<file path="src/rtl/array_ctrl_pkg.sv">
// Shared types and constants for the array control slice: scheduler FSM
// state encoding, refresh-interval width and the default postponement limit.
package array_ctrl_pkg;

  localparam int TREFI_WIDTH      = 16;
  localparam int MAX_POSTPONE_DEF = 8;

  typedef enum logic [1:0] {
    IDLE     = 2'd0,
    ACC      = 2'd1,
    RF_START = 2'd2,
    RF_WAIT  = 2'd3
  } rf_sched_state_e;

endpackage

</file>
<file path="src/rtl/array_rf_timer.sv">
// Refresh interval timer: combinational tick when the count reaches tREFI-1,
// giving a tick period of exactly tREFI cycles; no backpressure.
module array_rf_timer
  import array_ctrl_pkg::*;
(
  input  logic                   clk,
  input  logic                   rst_n,
  input  logic                   rf_en,
  input  logic [TREFI_WIDTH-1:0] array_tREFI,
  output logic                   tick
);

  logic [TREFI_WIDTH-1:0] cnt;
  logic                   active;

  assign active = rf_en && (array_tREFI != '0);

  // >= rather than == so a shortened interval fires at once instead of wrapping
  assign tick = active && (cnt >= (array_tREFI - TREFI_WIDTH'(1)));

  always_ff @(posedge clk) begin
    if (!rst_n) begin
      cnt <= '0;
    end else if (!active || tick) begin
      cnt <= '0;
    end else begin
      cnt <= cnt + TREFI_WIDTH'(1);
    end
  end

endmodule

</file>
<file path="src/rtl/array_rf_sched.sv">
// Refresh scheduler and array-ownership arbiter; grant/start one cycle after the
// IDLE decision, access is never preempted (the owner releases on rf_urgent).
module array_rf_sched
  import array_ctrl_pkg::*;
#(
  parameter int MAX_POSTPONE = MAX_POSTPONE_DEF,
  parameter int DEBT_WIDTH   = 4
) (
  input  logic                   clk,
  input  logic                   rst_n,
  input  logic                   rf_en,
  input  logic [TREFI_WIDTH-1:0] array_tREFI,
  input  logic                   acc_req,
  output logic                   acc_gnt,
  output logic                   array_rf_start,
  input  logic                   array_rf_done,
  output logic [DEBT_WIDTH-1:0]  rf_pending,
  output logic                   rf_urgent,
  output logic                   rf_overflow
);

  localparam logic [DEBT_WIDTH-1:0] DEBT_MAX = DEBT_WIDTH'(MAX_POSTPONE);

  rf_sched_state_e       state;
  logic [DEBT_WIDTH-1:0] debt;
  logic                  tick;
  logic                  done_acc;

  array_rf_timer u_timer (
    .clk         (clk),
    .rst_n       (rst_n),
    .rf_en       (rf_en),
    .array_tREFI (array_tREFI),
    .tick        (tick)
  );

  assign done_acc   = (state == RF_WAIT) && array_rf_done;
  assign rf_pending = debt;
  assign rf_urgent  = (debt == DEBT_MAX);

  always_ff @(posedge clk) begin
    if (!rst_n) begin
      state          <= IDLE;
      acc_gnt        <= 1'b0;
      array_rf_start <= 1'b0;
    end else begin
      acc_gnt        <= 1'b0;
      array_rf_start <= 1'b0;
      case (state)
        IDLE: begin
          if (rf_urgent) begin
            state          <= RF_START;
            array_rf_start <= 1'b1;
          end else if (acc_req) begin
            state   <= ACC;
            acc_gnt <= 1'b1;
          end else if (debt != '0) begin
            state          <= RF_START;
            array_rf_start <= 1'b1;
          end
        end
        ACC: begin
          if (acc_req) begin
            acc_gnt <= 1'b1;
          end else begin
            state <= IDLE;
          end
        end
        RF_START: state <= RF_WAIT;
        RF_WAIT: begin
          if (array_rf_done) begin
            state <= IDLE;
          end
        end
        default: state <= IDLE;
      endcase
    end
  end

  // A tick and an accepted done in the same cycle cancel out
  always_ff @(posedge clk) begin
    if (!rst_n) begin
      debt        <= '0;
      rf_overflow <= 1'b0;
    end else if (tick && !done_acc) begin
      if (debt == DEBT_MAX) begin
        rf_overflow <= 1'b1;
      end else begin
        debt <= debt + DEBT_WIDTH'(1);
      end
    end else if (!tick && done_acc) begin
      debt <= debt - DEBT_WIDTH'(1);
    end
  end

endmodule

</file>
<file path="config.mk">
export PLATFORM = sky130hd
export DESIGN_NAME = array_rf_sched
export DESIGN_NICKNAME = d
export VERILOG_FILES = /design/src/rtl/array_ctrl_pkg.sv /design/src/rtl/array_rf_timer.sv /design/src/rtl/array_rf_sched.sv
export SDC_FILE = /design/constraint.sdc
export NUM_CORES = 1
export LEC_CHECK = 0
export BUFFER_PORTS_ARGS = -buffer_cell sky130_fd_sc_hd__clkbuf_2
export CORE_ASPECT_RATIO = 0.9
export CORE_UTILIZATION = 50
export CTS_BUF_LIST = sky130_fd_sc_hd__clkbuf_4 sky130_fd_sc_hd__clkbuf_8
export DETAILED_ROUTE_END_ITERATION = 10
export PLACE_DENSITY = 0.78
export SLEW_MARGIN = 5
export SYNTH_ARGS = -nofsm -noshare
export SYNTH_HDL_FRONTEND = slang
export SYNTH_SLANG_ARGS = --single-unit
</file>
<file path="constraint.sdc">
create_clock -name clk -period 3.8 [get_ports clk]
set_input_delay 0 -clock clk [delete_from_list [all_inputs] [get_ports clk]]
set_output_delay 0 -clock clk [all_outputs]
set_load 0.03 [all_outputs]
</file>
==> flow_summary_export.csv, run 1 <==
group,metric,value,unit
power,ir_worst_vdd,0.130,mV
timing,finalCritPeriodShare,99.1,%
routing,wl_per_cell,11.6,um
timing,finalSetupTns,0,ps
final_layout,fin_area,0.00218,sq mm
power,power.switching,120,uW
final_layout,stdcell_count,299,
global_routing,grt_usage,20.8,%
worst_setup_path,required,4000,ps
yosys,synth-main-ff-cell,"dfxtp_1",
power,clkPwrFrac,32.6,%
routing,firstDrtPassIters,4,
yosys,synth_edf_count,0,
routing,drc_errors,0,
timing,finalSetupViolCount,0,
placed_design,place_inst,295,
routing,via_per_inst,5.31,
yosys,syn_nets,250,
yosys,yosys_register_bits,25,
timing,fin_crit,3770,ps
yosys,ys_warn_count,0,
final_layout,num_antenna_cells,0,
placed_design,place_area,0.00212,sq mm
routing,routed_wl,3480,um
worst_setup_path,cp-end-kind,"register",
worst_setup_path,startpoint,"array_tREFI[4]",
yosys,synthesis.area_per_instance,8.34,sq um
yosys,netlist_instances,208,
die,initial_core_util,54.4,%
worst_setup_path,critPathArrivalTime,3970,ps
global_routing,grt_pass1_vias,1490,
timing,max-slew-margin-rel,66.2,%
timing,fmax,0.266,GHz
routing,drt_iter0_markers,62,
final_layout,final_util,68.3,%
clocking,clk_latency,260,ps
timing,tightest_slew,494,ps
die,ios,29,
die,dieArea,0.00371,sq mm
clocking,cts_root_buffer,"clkbuf_8",
die,die_w,64.1,um
placed_design,io_buffers,28,
clocking,path_clk_slew,90,ps
routing,final_antenna_net_count,0,
yosys,synthesis.area,0.00173,sq mm
die,rows,19,
clocking,cts_sinks,25,
global_routing,grt-ovfl-total,0,
clocking,postCtsSetupBuffers,0,
power,power_density,230,mW/mm^2
power,intPower,381,uW
yosys,yosysUniqueCellTypes,35,
global_routing,grt_pass1_wl,6150,um
timing,final_hold_viol_count,0,
power,power.switching_fraction,24.0,%
flow_run,drv_cap,0,
worst_setup_path,rrSetupSlack,830,ps
clocking,htreeDepth,1,
die,die_h,57.9,um
power,pwr-share-seq,53.0,%
outcome,status,"finished, final reports clean",
die,core-area,0.00319,sq mm
timing,hold_slack,20.1,ps
clocking,cts_tree,"yes",
yosys,async_reset_ff_share,0,%
timing,slew_violations,0,
final_layout,final_nets,300,
global_routing,grt_max_degree,17,
worst_setup_path,start_kind,"primary input",
clocking,clock_path_buffers,2,
timing,skew,4.92,ps
routing,dr_total_vias,1588,
global_routing,antenna_found_initial,0,
timing,rsz0062_at_grt,"true",
worst_setup_path,r2r-start,"u_timer.cnt[11]$_SDFF_PP0_",
yosys,seq_area_frac_synth,28.9,%
clocking,cts-buffers-inserted,3,
worst_setup_path,critical_path_class,"in2reg",
placed_design,dp_hpwl,2910,um
final_layout,drive_gt1_share,26.8,%
power,combPwrFrac,14.4,%
power,power_leakage,0.956,nW
hold_path,min_from,"acc_req",
worst_setup_path,path_max_fanout,3,
hold_path,hp-class,"in2reg",
final_layout,area_growth,25.5,%
clocking,hold_buffers,0,
placed_design,routabilityCongestion,0.773,
## through the flow
stage / total power [mW] / setup WS [ps]
floorplan: 0.308 / -92.5
global placement: 0.343 / -165
detailed placement: 0.345 / -305
CTS: 0.506 / 9.71
global route: 0.522 / -182
finish: 0.501 / 34.8
## power groups by stage
stage	combinational [mW]	sequential (mW)	clock (mW)
2_1_floorplan	0.0349	0.273	0
3_3_place_gp	0.0704	0.272	0
3_5_place_dp	0.0723	0.272	0
4_1_cts	0.0732	0.266	0.167
5_1_grt	0.0813	0.266	0.174
6_report	0.0720	0.266	0.163
## worst max-delay path, stage by stage
cell,delay (ps)
clkbuf_2,90
or3_4,400
buf_4,150
or4_4,530
nor4_4,160
xnor2_1,120
ha_1,290
nand4_1,110
or3_1,320
or4_4,450
nand3_2,110
nand2_2,70
ha_1,280
a21o_1,110
a21oi_1,80
or4_1,410
o22ai_2,120
mux2i_1,180
## Yosys cell counts, types with 2 or more instances
cell / count / area share [%]
or4_1: 3 / 1.3
mux2i_1: 4 / 2.3
nand2b_1: 6 / 2.2
nor4_1: 2 / 0.72
nand4_1: 4 / 1.4
ha_1: 20 / 14
nand3_1: 8 / 2.3
o21ai_1: 2 / 0.58
and3_1: 6 / 2.2
xor2_1: 13 / 6.6
inv_1: 6 / 1.3
buf_2: 2 / 0.58
a211oi_1: 2 / 0.87
nor2_1: 36 / 7.8
xnor2_1: 16 / 8.1
or3_1: 4 / 1.4
clkbuf_1: 2 / 0.43
nor3_1: 9 / 2.6
or4_4: 2 / 1.3
nand2_1: 16 / 3.5
o22ai_1: 2 / 0.72
a21oi_1: 5 / 1.4
dfxtp_1: 25 / 29
o21ai_0: 2 / 0.58
## cell type report
class	count	area, sq um
multi-input combinational	172	1250
fill	289	1010
sequential	25	500
timing repair buffer	49	298
tap	42	52.6
clock buffer	4	48.8
inverter	7	26.3
## state kept, by name, summed over array words and instances, names as in the netlist
name / cells
rf_overflow: 1
rf_pending: 4
state: 2
acc_gnt: 1
u_timer.cnt: 16
array_rf_start: 1
## worst paths after layout
kind         cells past startpoint                          to
max                             18  rf_pending[3]$_SDFFE_PN0P_
min                              3          acc_gnt$_SDFF_PN0_
max reg2reg                     12  rf_pending[3]$_SDFFE_PN0P_
min reg2reg                      2  rf_pending[3]$_SDFFE_PN0P_
## routing by layer
metal / global-route usage [%] / wire, um
met1: 26.9 / 1690
met2: 35.9 / 1620
met3: 1.57 / 110
met4: 9.09 / 55
met5: 0 / 0
## cell families (layout without fill, tap and decap cells)
family                     after synthesis  count (layout)  synth area share, %
and+or+nand+nor                         98              98                 27.4
xor gates and xnor gates                29              29                 14.6
DFF                                     25              25                 28.9
adders and majority gates               21              21                 15.6
AOI/OAI and AO/OA                       19              19                 7.86
buffers and inverters                   11              60                 2.53
muxes                                    5               5                 3.10
## repair_timing
action	CTS	global route
pin swaps	1	1
gates resized for setup	1	0
endpoints found under the setup margin	1	1
## cell usage in the layout (no fill, tap or decap), types with 2 or more instances in the layout
cell / n
nor2_1: 35
clkbuf_2: 28
dfxtp_1: 25
buf_4: 21
ha_1: 20
xnor2_1: 16
nand2_1: 15
xor2_1: 13
nor3_1: 7
nand3_1: 7
nand2b_1: 6
inv_1: 6
and3_1: 6
a21oi_1: 5
nand4_1: 4
mux2i_1: 4
or4_4: 3
clkbuf_8: 3
or3_4: 2
or4_1: 2
a211oi_1: 2
o21ai_0: 2
o21ai_1: 2
or3_1: 2
No activity file was read; power rests on OpenSTA's default activity.
==> inputs of run 2 (changes only) <==
--- a/config.mk
+++ b/config.mk
@@ -7,10 +7,11 @@
 export LEC_CHECK = 0
 export BUFFER_PORTS_ARGS = -buffer_cell sky130_fd_sc_hd__clkbuf_2
 export CORE_ASPECT_RATIO = 0.9
-export CORE_UTILIZATION = 50
+export CORE_UTILIZATION = 28
 export CTS_BUF_LIST = sky130_fd_sc_hd__clkbuf_4 sky130_fd_sc_hd__clkbuf_8
 export DETAILED_ROUTE_END_ITERATION = 10
-export PLACE_DENSITY = 0.78
+export HOLD_SLACK_MARGIN = 0.02
+export PLACE_DENSITY = 0.5
 export SLEW_MARGIN = 5
 export SYNTH_ARGS = -nofsm -noshare
 export SYNTH_HDL_FRONTEND = slang
==> run 2 against run 1 <==
Compared with the run above: critical path type unchanged; routed wire length up 2.1%; the run now ends with DRC left; flip-flop and latch count unchanged; non-clock buffer count up 2; utilization down 30 points; sequential power about the same; design area up 3.3%; die area up 76%; sequential share of layout area down 0.73 points.
==> flow_summary_export.csv, run 2 (same netlist as run 1, synthesis figures left out) <==
group,metric,value,unit
outcome,status,"finished, violations left",
outcome,violations,"DRC",
global_routing,grt_max_degree,17,
final_layout,drive_gt1_share,27.4,%
timing,slew_violations,0,
clocking,cts-buffers-inserted,3,
routing,drc_errors,2,
routing,wl_per_cell,10.8,um
worst_setup_path,cp-end-kind,"register",
global_routing,antenna_found_initial,0,
worst_setup_path,path_max_fanout,3,
worst_setup_path,worstPathCellList,"clkbuf_2, or3_4, buf_4, or4_4, nor4_4, xnor2_1, ha_1, nand4_1, or3_1, or4_4, nand3_2, nand2_2, ha_4, a21o_1, a21oi_1, or4_1, o22ai_2, mux2i_1",
worst_setup_path,start_kind,"primary input",
final_layout,area_growth,29.7,%
hold_path,hp-class,"in2reg",
final_layout,n_fill_cell,607,
global_routing,grt-ovfl-total,0,
worst_setup_path,cp_top_family,"simple AND/OR/NAND/NOR gates",
worst_setup_path,cpPeakStageDelay,540,ps
global_routing,grt_usage,11.9,%
power,power_leakage,0.968,nW
die,core-area,0.00582,sq mm
placed_design,routabilityCongestion,0.800,
routing,routed_wl,3550,um
clocking,cts_root_buffer,"clkbuf_8",
timing,rsz0062_at_grt,"true",
final_layout,final_nets,302,
routing,wl_met2,1390,um
final_layout,num_antenna_cells,0,
power,power_density,225,mW/mm^2
clocking,htreeDepth,1,
routing,wl_met1,1990,um
worst_setup_path,critical_path_class,"in2reg",
hold_path,min_from,"array_rf_done",
worst_setup_path,critPathArrivalTime,3940,ps
worst_setup_path,critical_path.slowest_cell,"or4_4",
routing,met3_length,132,um
clocking,postCtsSetupBuffers,0,
clocking,clk_latency,270,ps
worst_setup_path,required,4010,ps
power,combPwrFrac,14.7,%
clocking,clock_path_buffers,2,
clocking,cts_sinks,25,
routing,top_layer,"met4",
routing,via_per_inst,4.64,
die,rows,26,
clocking,path_clk_slew,90,ps
final_layout,regMostFlops,"u_timer.cnt",
die,ios,29,
worst_setup_path,worst_path_most_repeated_cell,"or4_4",
placed_design,io_buffers,28,
final_layout,largest_reg_flops,16,
timing,finalSetupTns,0,ps
power,clkPwrFrac,32.7,%
timing,skew,8.19,ps
final_layout,layout_common_cells,"nor2_1, clkbuf_2, dfxtp_1, buf_4, ha_1",
placed_design,dp_hpwl,2910,um
timing,finalSetupViolCount,0,
die,die_w,85.0,um
global_routing,grt_pass1_wl,6320,um
worst_setup_path,r2r-start,"u_timer.cnt[0]$_SDFF_PP0_",
timing,fmax,0.268,GHz
clocking,cts_tree,"yes",
worst_setup_path,startpoint,"array_tREFI[2]",
global_routing,grt_pass1_vias,1435,
die,die_h,76.7,um
final_layout,layout.area.seq,500,sq um
worst_setup_path,cp.buffers_inverters,2,
power,pwr-share-seq,52.7,%
timing,final_hold_viol_count,0,
power,power.switching_fraction,24.4,%
timing,max-slew-margin-rel,55.3,%
routing,dr_total_vias,1527,
timing,tightest_slew,654,ps
power,power.switching,123,uW
power,intPower,382,uW
routing,final_antenna_net_count,0,
routing,firstDrtPassIters,9,
flow_run,drv_cap,0,
routing,drt_iter0_markers,34,
die,dieArea,0.00651,sq mm
die,initial_core_util,29.8,%
timing,fin_crit,3730,ps
power,ir_worst_vdd,0.0894,mV
power,total_power,505,uW
final_layout,final_common_cell,"nor2_1",
timing,finalCritPeriodShare,98.1,%
final_layout,multi_input_area,0.00127,sq mm
## run 2: cell count changes in the layout (fill, tap and decap cells not counted)
cell	change
dlygate4sd3_1	+1
ha_1	-1
nor3_4	+1
buf_4	+1
ha_4	+1
nor3_2	-1
## run 2: worst paths after layout
path                            slack (ps)  depth (start not counted)                    endpoint
worst max-delay path                    70                         18  rf_pending[3]$_SDFFE_PN0P_
worst min-delay path                    30                          4       state[0]$_SDFFE_PN0P_
worst min register to register         480                          1   u_timer.cnt[0]$_SDFF_PP0_
worst max register to register         750                         13  rf_pending[3]$_SDFFE_PN0P_
## run 2: worst register-to-register path, stage by stage (launching register included)
cell       delay [ps]
dfxtp_1           400
inv_1              60
ha_1              260
nand2b_1          150
a2111oi_0         640
or4_4             250
nand3_2           100
nand2_2           120
ha_4              120
a21o_1            100
a21oi_1            80
or4_1             410
o22ai_2           120
mux2i_1           180
## run 2: layout make-up
type	count	share of cell area (%)
Clock buffer	4	2.17
Inverter	7	1.17
Multi-Input combinational cell	172	56.5
Sequential cell	25	22.3
Tap cell	70	3.90
Timing Repair Buffer	51	14.0
## run 2: what timing repair did
item                       in CTS  in global routing
hold endpoints to repair        1                  0
gates resized for setup         0                  3
hold buffers                    1                  0
setup endpoints to repair       0                  1
## run 2: routing by layer
layer / vias to the layer above / track usage (%)
met5: - / 0
met4: 0 / 4.07
met3: 4 / 1.83
met2: 33 / 18.5
met1: 661 / 16.6
li1: 829 / -
## run 2: metrics by stage
step / cell area [sq um] / worst slack [ps] / instances / hold slack (ps) / utilization, %
after floorplan: 1790 / -92.5 / 208 / 173 / -
after global placement: 2160 / -175 / 324 / 297 / 37.1
after detailed placement: 2160 / -226 / 324 / 296 / 37.1
after CTS: 2220 / 59.8 / 329 / 31.6 / 38.1
after global routing: 2250 / -106 / 329 / 37.6 / 38.6
final: 2250 / 71.4 / 329 / 34.9 / 38.6
## run 2: power groups by stage
| stage | clock network, mW | logic [mW] | registers [mW] |
|---|---|---|---|
| after floorplan | 0 | 0.0349 | 0.273 |
| after global placement | 0 | 0.0727 | 0.272 |
| after detailed placement | 0 | 0.0728 | 0.272 |
| after CTS | 0.173 | 0.0739 | 0.266 |
| after global routing | 0.189 | 0.0828 | 0.267 |
| final | 0.165 | 0.0740 | 0.266 |
